<file path="src/rtl/uctl_mem_ring_ctrl.sv">
// rtl/uctl_mem_ring_ctrl.sv - ring-buffer controller arbitrating a byte write stream and an in-order read stream onto one single-port memory
// The read side hides the memory's one-cycle read latency behind a 2-entry output queue.
module uctl_mem_ring_ctrl #(
  parameter int MEM_ADDR_SIZE = 15,
  parameter int MEM_DATA_SIZE = 8
) (
  input  logic                     coreClk,
  input  logic                     coreRst_n,
  input  logic                     sw_rst,
  input  logic                     wr_valid,
  input  logic [MEM_DATA_SIZE-1:0] wr_data,
  output logic                     wr_ready,
  output logic                     rd_valid,
  output logic [MEM_DATA_SIZE-1:0] rd_data,
  input  logic                     rd_ready,
  output logic                     mem_ce,
  output logic                     mem_rw_en,
  output logic [MEM_ADDR_SIZE-1:0] mem_addr,
  output logic [MEM_DATA_SIZE-1:0] mem_wdata,
  input  logic [MEM_DATA_SIZE-1:0] mem_rdata,
  output logic [MEM_ADDR_SIZE:0]   level,
  output logic                     full,
  output logic                     empty
);

  localparam logic [MEM_ADDR_SIZE:0] DEPTH = {1'b1, {MEM_ADDR_SIZE{1'b0}}};

  typedef enum logic {GNT_WR = 1'b0, GNT_RD = 1'b1} grant_e;

  logic [MEM_ADDR_SIZE-1:0] wptr, rptr, addr_q;
  logic [MEM_DATA_SIZE-1:0] wdata_q, q0, q1;
  logic [MEM_ADDR_SIZE:0]   level_q;
  logic [1:0]               q_cnt;
  logic                     inflight;
  grant_e                   last_grant;

  logic       run, pop, rd_req, wr_req, wr_gnt, rd_gnt;
  logic [2:0] occ;

  // Everything that touches the memory or the streams is frozen in reset and during a flush.
  assign run      = coreRst_n && !sw_rst;
  assign full     = (level_q == DEPTH);
  assign level    = level_q;
  assign empty    = (level_q == '0) && (q_cnt == 2'd0) && !inflight;
  assign rd_valid = run && (q_cnt != 2'd0);
  assign rd_data  = q0;
  assign pop      = rd_valid && rd_ready;

  // Queue occupancy counting the byte in flight; pop implies q_cnt >= 1 so no underflow.
  assign occ    = {1'b0, q_cnt} + {2'b00, inflight} - {2'b00, pop};
  assign rd_req = run && (level_q != '0) && (occ < 3'd2);
  assign wr_req = run && wr_valid && !full;

  assign wr_ready = run && !full && (!rd_req || last_grant == GNT_RD);
  assign wr_gnt   = wr_req && (!rd_req || last_grant == GNT_RD);
  assign rd_gnt   = rd_req && (!wr_req || last_grant == GNT_WR);

  assign mem_ce    = wr_gnt || rd_gnt;
  assign mem_rw_en = rd_gnt;
  assign mem_addr  = wr_gnt ? wptr : (rd_gnt ? rptr : addr_q);
  assign mem_wdata = wr_gnt ? wr_data : wdata_q;

  always_ff @(posedge coreClk or negedge coreRst_n) begin
    if (!coreRst_n) begin
      wptr       <= '0;
      rptr       <= '0;
      addr_q     <= '0;
      wdata_q    <= '0;
      level_q    <= '0;
      q0         <= '0;
      q1         <= '0;
      q_cnt      <= 2'd0;
      inflight   <= 1'b0;
      last_grant <= GNT_WR;
    end else if (sw_rst) begin
      // Address/data hold registers are left alone so the memory bus does not toggle.
      wptr       <= '0;
      rptr       <= '0;
      level_q    <= '0;
      q0         <= '0;
      q1         <= '0;
      q_cnt      <= 2'd0;
      inflight   <= 1'b0;
      last_grant <= GNT_WR;
    end else begin
      inflight <= rd_gnt;
      if (mem_ce) addr_q <= mem_addr;
      if (wr_gnt) begin
        wdata_q    <= wr_data;
        wptr       <= wptr + 1'b1;
        last_grant <= GNT_WR;
      end else if (rd_gnt) begin
        rptr       <= rptr + 1'b1;
        last_grant <= GNT_RD;
      end

      case ({wr_gnt, rd_gnt})
        2'b10:   level_q <= level_q + 1'b1;
        2'b01:   level_q <= level_q - 1'b1;
        default: level_q <= level_q;
      endcase

      case ({inflight, pop})
        2'b10: begin
          if (q_cnt == 2'd0) q0 <= mem_rdata;
          else               q1 <= mem_rdata;
          q_cnt <= q_cnt + 2'd1;
        end
        2'b01: begin
          q0    <= q1;
          q_cnt <= q_cnt - 2'd1;
        end
        2'b11: begin
          if (q_cnt == 2'd1) begin
            q0 <= mem_rdata;
          end else begin
            q0 <= q1;
            q1 <= mem_rdata;
          end
        end
        default: ;
      endcase
    end
  end

endmodule

</file>
<file path="config.mk">
export PLATFORM = sky130hd
export DESIGN_NAME = uctl_mem_ring_ctrl
export DESIGN_NICKNAME = d
export VERILOG_FILES = /design/src/rtl/uctl_mem_ring_ctrl.sv
export SDC_FILE = /design/constraint.sdc
export NUM_CORES = 1
export LEC_CHECK = 0
export BUFFER_PORTS_ARGS = -buffer_cell sky130_fd_sc_hd__buf_4
export CAP_MARGIN = 30
export CORE_MARGIN = 3
export CORE_UTILIZATION = 55
export CTS_BUF_LIST = sky130_fd_sc_hd__clkbuf_8
export DETAILED_ROUTE_END_ITERATION = 8
export PLACE_DENSITY = 0.82
export SLEW_MARGIN = 20
export SYNTH_ARGS = -nofsm -noshare
export SYNTH_HDL_FRONTEND = slang
export SYNTH_SLANG_ARGS = --single-unit
</file>
<file path="constraint.sdc">
create_clock -name coreClk -period 5.82 [get_ports coreClk]
set_input_delay 0.582 -clock coreClk [delete_from_list [all_inputs] [get_ports coreClk]]
set_output_delay 0.582 -clock coreClk [all_outputs]
set_load 0.03 [all_outputs]
</file>
==> metrics, run 1 <==
status=completed; CP required=slightly above 6 ns; RD Place Congestion=0.877; Clock Latency Late Sink=approximately 0.36 ns; Clk Tree Root Cell=clkbuf_8; share of layout cells above drive strength 1=~18%; routed wire length=approximately 13 mm; TritonCTS clock tree=yes; Initial Util=between 50 and 60%; fraction of the mapped netlist area in compound gates=between 10% and 20%; final hold viol count=0; Cells after Synth=580; ANT cells=0; postcts setup bufs=0; Site Rows=34; Final period util=between 80% and 90%; number of enable flip-flop cells after synthesis=0; largest family of logic cells by synthesized area=simple AND/OR/NAND/NOR gates; Synth Area in XOR/XNOR=roughly 5.4%; Global Route Usage Sum=between 20% and 30%; Post-CTS Resized=0; final setup violation count=0; synthesized cell area=0.00504 sq mm; Post-Syn Area per Cell=8.69 sq um; DRC violations left=0; Post-Synth Adder-Cell Area=under 10%; hold_buf cts=0; fmax=approximately 210 MHz; register cell area after layout=0.00223 sq mm; Final WS setup=1.05 ns; Tmin final=~4.8 ns; synth warn=0; leakage power=2.84 nW; area of the multi-input gates=~0.0026 sq mm; I/O Pins=74; FF+latch count, synth=89; Die Y-Extent=just over 100 um; # Max-Cap Violations=0; clk buf depth=2; Setup CP Type=reg -> reg; setup slack after placement=0.890 ns; htree depth=3; RSZ-0062 raised after global routing=false; vias in the first global route=4350; TNS Setup=0 ns; Reg2Reg Setup Slack=about 1.1 ns; CTS clk-pin slew, worst paths=about 0.10 ns; Worst EP arrival=5.00 ns; HPWL Detailed=8.55 mm; crit path max fanout=33; mean routed wirelength per cell=about 17 um; Synth area leader=dfrtp_1; Cells after DPL=736; Syn Nets=roughly 610; Routed Antenna Nets=0; ys async rst share=between 90% and 100%; Simple-Gate Fraction of Synth Area=between 20% and 30%; DR vias/cell=about 6; Worst Setup End Kind=flop; GRT overflow=0; Cell variety after synth=66; Pre-Repair DR Iteration Count=5; Worst Tran Pin Value=0.766 ns; Layout fillers=a little under 700; Hold Crit Class=in -> async; Max transition margin=48.9%; mux contribution to synthesized area=around 3.2%; final non-filler cell total=approximately 750; Pwr Density=460 mW/mm^2; clk_skew=0.0154 ns; CORE AREA=roughly 0.009 sq mm; share of the synthesized area in the top cell type=roughly 44%; Slew Limit Fails=0; DIE AREA=a little over 0.01 sq mm; antenna violations before repair=0; clock buffer count from CTS=9; maximum VDD drop=about 0.00028 V; Die X=a little over 100 um; IO buf count=73; commonest non-fill, non-tap cell in the layout=nand2_1; NumNets Final=about 670; DRT iter0 DRCs=around 360; Seq/Total Area, Yosys=around 44%; commonest non-fill, non-tap cells in the layout=nand2_1 (108), dfrtp_1 (89), buf_4 (82); first-pass GRT wire length=21.1 mm; Critical Path Source Type=flop; clock sink count=around 90; largest net degree at the start of global routing=63; area added between synthesis and finish=16.3%; DR vias=approximately 4600; ranking of synthesized cells by area=dfrtp_1 (44%), nand2_1 (8.0%), nor2_1 (5.2%), a31oi_1 (3.8%), xor2_1 (3.8%); Most used DFF post-synth=dfrtp_1
## path summary, 6_finish.rpt
check / startpoint / cells past startpoint / endpoint
hold / removal: coreRst_n / 2 / level[9]
max in group asynchronous: coreRst_n / 3 / wptr[8]
setup / recovery: q_cnt[1] / 19 / level[15]
hold reg to reg: addr_q[3] / 2 / addr_q[3]
min in group coreClk: wr_data[1] / 3 / wdata_q[1]
setup reg to reg: q_cnt[1] / 19 / level[15]
## metal layers
metal | track usage, % | up-vias | wire (um)
met5 | 0 | - | 0
met2 | 39.5 | 208 | 5890
met3 | 4.55 | 19 | 982
li1 | - | 2166 | -
met1 | 36.7 | 2181 | 5700
met4 | 8.08 | 0 | 142
## per-stage QoR
step / power, mW / utilization (%) / hold WS, ns / area (sq um)
after floorplan: 1.84 / - / 0.286 / 5040
after global placement: 2.23 / 64.1 / 0.453 / 5650
after detailed placement: 2.27 / 64.1 / 0.458 / 5650
after CTS: 2.69 / 66.2 / 0.261 / 5830
after global routing: 2.87 / 66.6 / 0.273 / 5860
final: 2.70 / 66.6 / 0.248 / 5860
## cell usage after synthesis (3+ instances only)
cell type and count:
a211oi_1 3, a21oi_1 17, a22oi_1 9, a31oi_1 31, and2_1 3, and3_1 12
buf_2 5, clkbuf_1 24, dfrtp_1 89, ha_1 10, inv_1 17, mux2i_1 11
nand2_1 108, nand3_1 22, nand4_1 11, nor2_1 70, nor3_1 15, o211ai_1 3
o21ai_0 13, o21bai_1 3, o22ai_1 5, o31ai_1 10, or3_1 7, xnor2_1 9
xor2_1 22
## worst max-delay path: stages (launching register included)
cell and delay [ns]:
dfrtp_1 0.42, inv_1 0.09, ha_1 0.20, inv_1 0.11
and3_1 0.23, ha_1 0.25, nand2b_1 0.15, fa_1 0.42
and3b_1 0.21, and3_1 0.22, mux2i_4 0.15, buf_4 0.40
inv_1 0.13, ha_1 0.35, nand2_1 0.12, o31ai_1 0.53
o21bai_1 0.26, o2bb2ai_1 0.11, nor3_1 0.21, a31oi_1 0.06
## state kept, by name, indices dropped and copies added, names as in the netlist
name / count
level: 16
addr_q: 15
rptr: 15
wptr: 15
q1: 8
rd_data: 8
wdata_q: 8
q_cnt: 2
inflight: 1
last_grant: 1
## cells by family after synthesis
logic type / after synthesis
adder cells (fa/ha/maj): 11
flip-flops: 89
XOR/XNOR: 31
AND/OR/NAND/NOR: 269
multiplexers: 14
AO/OA/AOI/OAI: 116
buffers and inverters: 50
## report_power, final
| part | total (mW) | internal, mW | switching, mW |
|---|---|---|---|
| registers | 0.921 | 0.764 | 0.157 |
| logic | 1.36 | 0.501 | 0.864 |
| clock network | 0.413 | 0.172 | 0.241 |
## cell type report
type | instances | share of cell area (%)
multi-input combinational | 441 | 44.6
sequential | 89 | 38.0
timing repair buffer | 83 | 10.8
clock buffer | 10 | 2.35
tap | 108 | 2.31
inverter | 17 | 1.09
clock inverter | 6 | 0.854
Power figures use the tool's default switching activity.
==> inputs of run 2 (changes only) <==
Settings changed: ABC_AREA set to 1.
Clock period 5.82 ns to 4.65 ns, I/O delays scaled along.
==> run 2 against run 1 <==
Register-to-register slack got worse by 0.49 ns. Highest routed layer unchanged. Via count rose by 10%. Critical path depth rose by 1. Synthesized cell count rose by 23%. Final area rose by 6.6%. Core utilization rose by 0.74 points. Non-clock buffer count rose by 4. Sequential power rose by 15%. Clock-buffer cell count fell by 1. Final cell count rose by 23%. Flip-flop and latch count did not move. Synthesized area rose by 4.5%.
==> metrics, run 2 <==
status=completed; Die X=104 um (+2.1%); Largest register FFs=16 (unchanged); number of enable flip-flop cells after synthesis=0 (unchanged); commonest non-fill, non-tap cells in the layout=nand2_1 (181), inv_1 (111), dfrtp_1 (89); DIE AREA=0.0108 sq mm (+4.2%); ANT cells=0 (unchanged); Hold Crit Class=in -> async; Clk Tree Root Cell=clkbuf_8; commonest non-fill, non-tap cell in the layout=nand2_1; clock buffer count from CTS=9 (unchanged); slowest library cell on the worst path=fa_1; Post-Syn Area per Cell=7.36 sq um (-15%); Routed Antenna Nets=0 (unchanged); Die Y-Extent=104 um (+2.1%); maximum VDD drop=0.000366 V (+31%); CP Cell Sequence=inv_1 > ha_2 > nor2_2 > nand2_1 > inv_1 > ha_1 > or2_2 > fa_1 > inv_1 > nor2_1 > nand2_1 > a21oi_4 > buf_6 > nand2_8 > nand2_2 > buf_8 > clkinvlp_4 > nand2_1 > o221ai_1 > buf_4; Critical Path Source Type=flop; share of layout cells above drive strength 1=17.8% (about the same); Worst Setup End Kind=primary output; register cell area after layout=0.00223 sq mm (unchanged); CP required=4.18 ns (-1.87 ns); vias in the first global route=4729 (+8.7%); routed wire length=13.2 mm (+3.7%); Max transition margin=53.2% (+4.3 points); most frequent cell after synthesis=nand2_1; Cells after DPL=903 (+23%); first-pass GRT wire length=22.1 mm (+4.7%); Pwr Density=545 mW/mm^2 (+18%); Final WS setup=0.244 ns (-0.808 ns); HPWL Detailed=9.29 mm (+8.6%); TNS Setup=0 ns (unchanged); DR vias/cell=5.45 (-10%); Global Route Usage Sum=24.5% (-1.1 points); GRT overflow=0 (unchanged); synthesized cell area=0.00527 sq mm (+4.5%); Seq/Total Area, Yosys=42.3% (-1.9 points); largest net degree at the start of global routing=55 (-13%); Layout fillers=777 (+13%); Cells after Synth=715 (+23%); Worst EP arrival=3.94 ns (-1.06 ns); hold_buf cts=0 (unchanged); Worst Tran Pin Value=0.702 ns (-0.0640 ns); crit path max fanout=21 (-36%); htree depth=3 (unchanged); Final period util=a little over nine tenths; ys async rst share=100% (unchanged); Initial Util=56.7% (-0.52 points); CORE AREA=0.00928 sq mm (+5.4%); final non-filler cell total=926 (+23%); antenna violations before repair=0 (unchanged); CTS clk-pin slew, worst paths=0.10 ns (about the same); Site Rows=35 (+2.9%); synth warn=0 (unchanged); FF+latch count, synth=89 (unchanged); clk_skew=0.0132 ns (-0.00226 ns); clock sink count=89 (unchanged); ranking of synthesized cells by area=dfrtp_1 (42%), nand2_1 (13%), inv_1 (8.0%), o21ai_0 (6.0%), nand3_1 (4.8%); Clock Latency Late Sink=0.37 ns (about the same); TritonCTS clock tree=yes; Tmin final=4.41 ns; fmax=227 MHz; CP peak stage delay=0.48 ns (-0.05 ns); I/O Pins=74 (unchanged); Syn Nets=747 (+22%); final hold viol count=0 (unchanged); Overall Power=3.41 mW (+26%); RD Place Congestion=0.922 (+5.1%); area of the multi-input gates=0.00250 sq mm (-4.2%); leakage power=3.18 nW (+12%); Cell variety after synth=46 (-30%); Most used DFF post-synth=dfrtp_1; final setup violation count=0 (unchanged); clk buf depth=2 (unchanged); setup slack after placement=0.155 ns (-0.736 ns); Pre-Repair DR Iteration Count=5 (unchanged); NumNets Final=824 (+22%); Synth area leader=dfrtp_1; Slew Limit Fails=0 (unchanged); IO buf count=73 (unchanged); DRC violations left=0 (unchanged); DRT iter0 DRCs=417 (+16%); DR vias=5050 (+10%); RSZ-0062 raised after global routing=false; share of the synthesized area in the top cell type=42.3% (-1.9 points); mean routed wirelength per cell=14.2 um (-16%); area added between synthesis and finish=18.7%; # Max-Cap Violations=0 (unchanged); commonest cells in the netlist=nand2_1 (182), inv_1 (112), dfrtp_1 (89); Setup CP Type=reg -> out
## run 2: kinds of logic (layout without fill, tap and decap cells)
logic type | count (synthesis) | after routing | synth area share [%]
xor+xnor | 7 | 7 | 1.31
fa+ha+maj | 11 | 11 | 2.76
buf+inv | 139 | 221 | 10.5
compound gates | 136 | 136 | 15.3
flops | 89 | 89 | 42.3
simple gates | 333 | 333 | 27.9
## run 2: timing repair
action / in CTS / in global routing
buffers inserted: 3 / 3
gates resized for setup: 3 / 11
setup endpoints to repair: 23 / 23
## run 2: per-stage QoR
step | hold WS (ns) | util [%] | instance area, sq um
CTS | 0.170 | 66.5 | 6180
detailed placement | 0.462 | 63.7 | 5920
floorplan | 0.169 | - | 5270
global route | 0.194 | 67.3 | 6250
finish | 0.159 | 67.3 | 6250
global placement | 0.457 | 63.7 | 5920
## run 2: per-layer routing
metal / part of all wire, % / GRT usage, % / routed length (um) / vias up
met4: 1.1 / 8.64 / 147 / 0
met2: 47 / 39.0 / 6200 / 209
met1: 44 / 33.3 / 5860 / 2345
met5: 0 / 0 / 0 / -
met3: 7.4 / 5.11 / 971 / 24
li1: - / - / - / 2472
## run 2: final timing paths
check,from,depth (start not counted),end,slack (ns)
min in group coreClk,wr_data[1],3,wdata_q[1],0.31
min reg2reg,wdata_q[5],2,wdata_q[5],0.48
max,q_cnt[0],20,mem_addr[3],0.24
min,coreRst_n,2,level[10],0.16
max in group asynchronous,coreRst_n,3,rptr[2],3.44
max reg2reg,q_cnt[0],28,level[12],0.56
## run 2: layout make-up
cell class / count / share of cell area [%]
Tap cell: 129 / 2.58
Clock inverter: 7 / 1.64
Sequential cell: 89 / 35.6
Timing Repair Buffer: 87 / 10.8
Inverter: 118 / 7.27
Multi-Input combinational cell: 487 / 40.0
Clock buffer: 9 / 1.98
## run 2: worst max-delay path, delay by kind of cell (launching register included)
family | cells | cell delay [ns]
compound gates | 2 | 0.37
fa+ha+maj | 3 | 0.98
flops | 1 | 0.40
simple gates | 8 | 0.92
buf+inv | 7 | 0.89
## run 2: power breakdown
group / switching, mW / total [mW] / internal (mW)
sequential: 0.114 / 1.06 / 0.943
clock: 0.301 / 0.610 / 0.309
combinational: 1.14 / 1.74 / 0.603
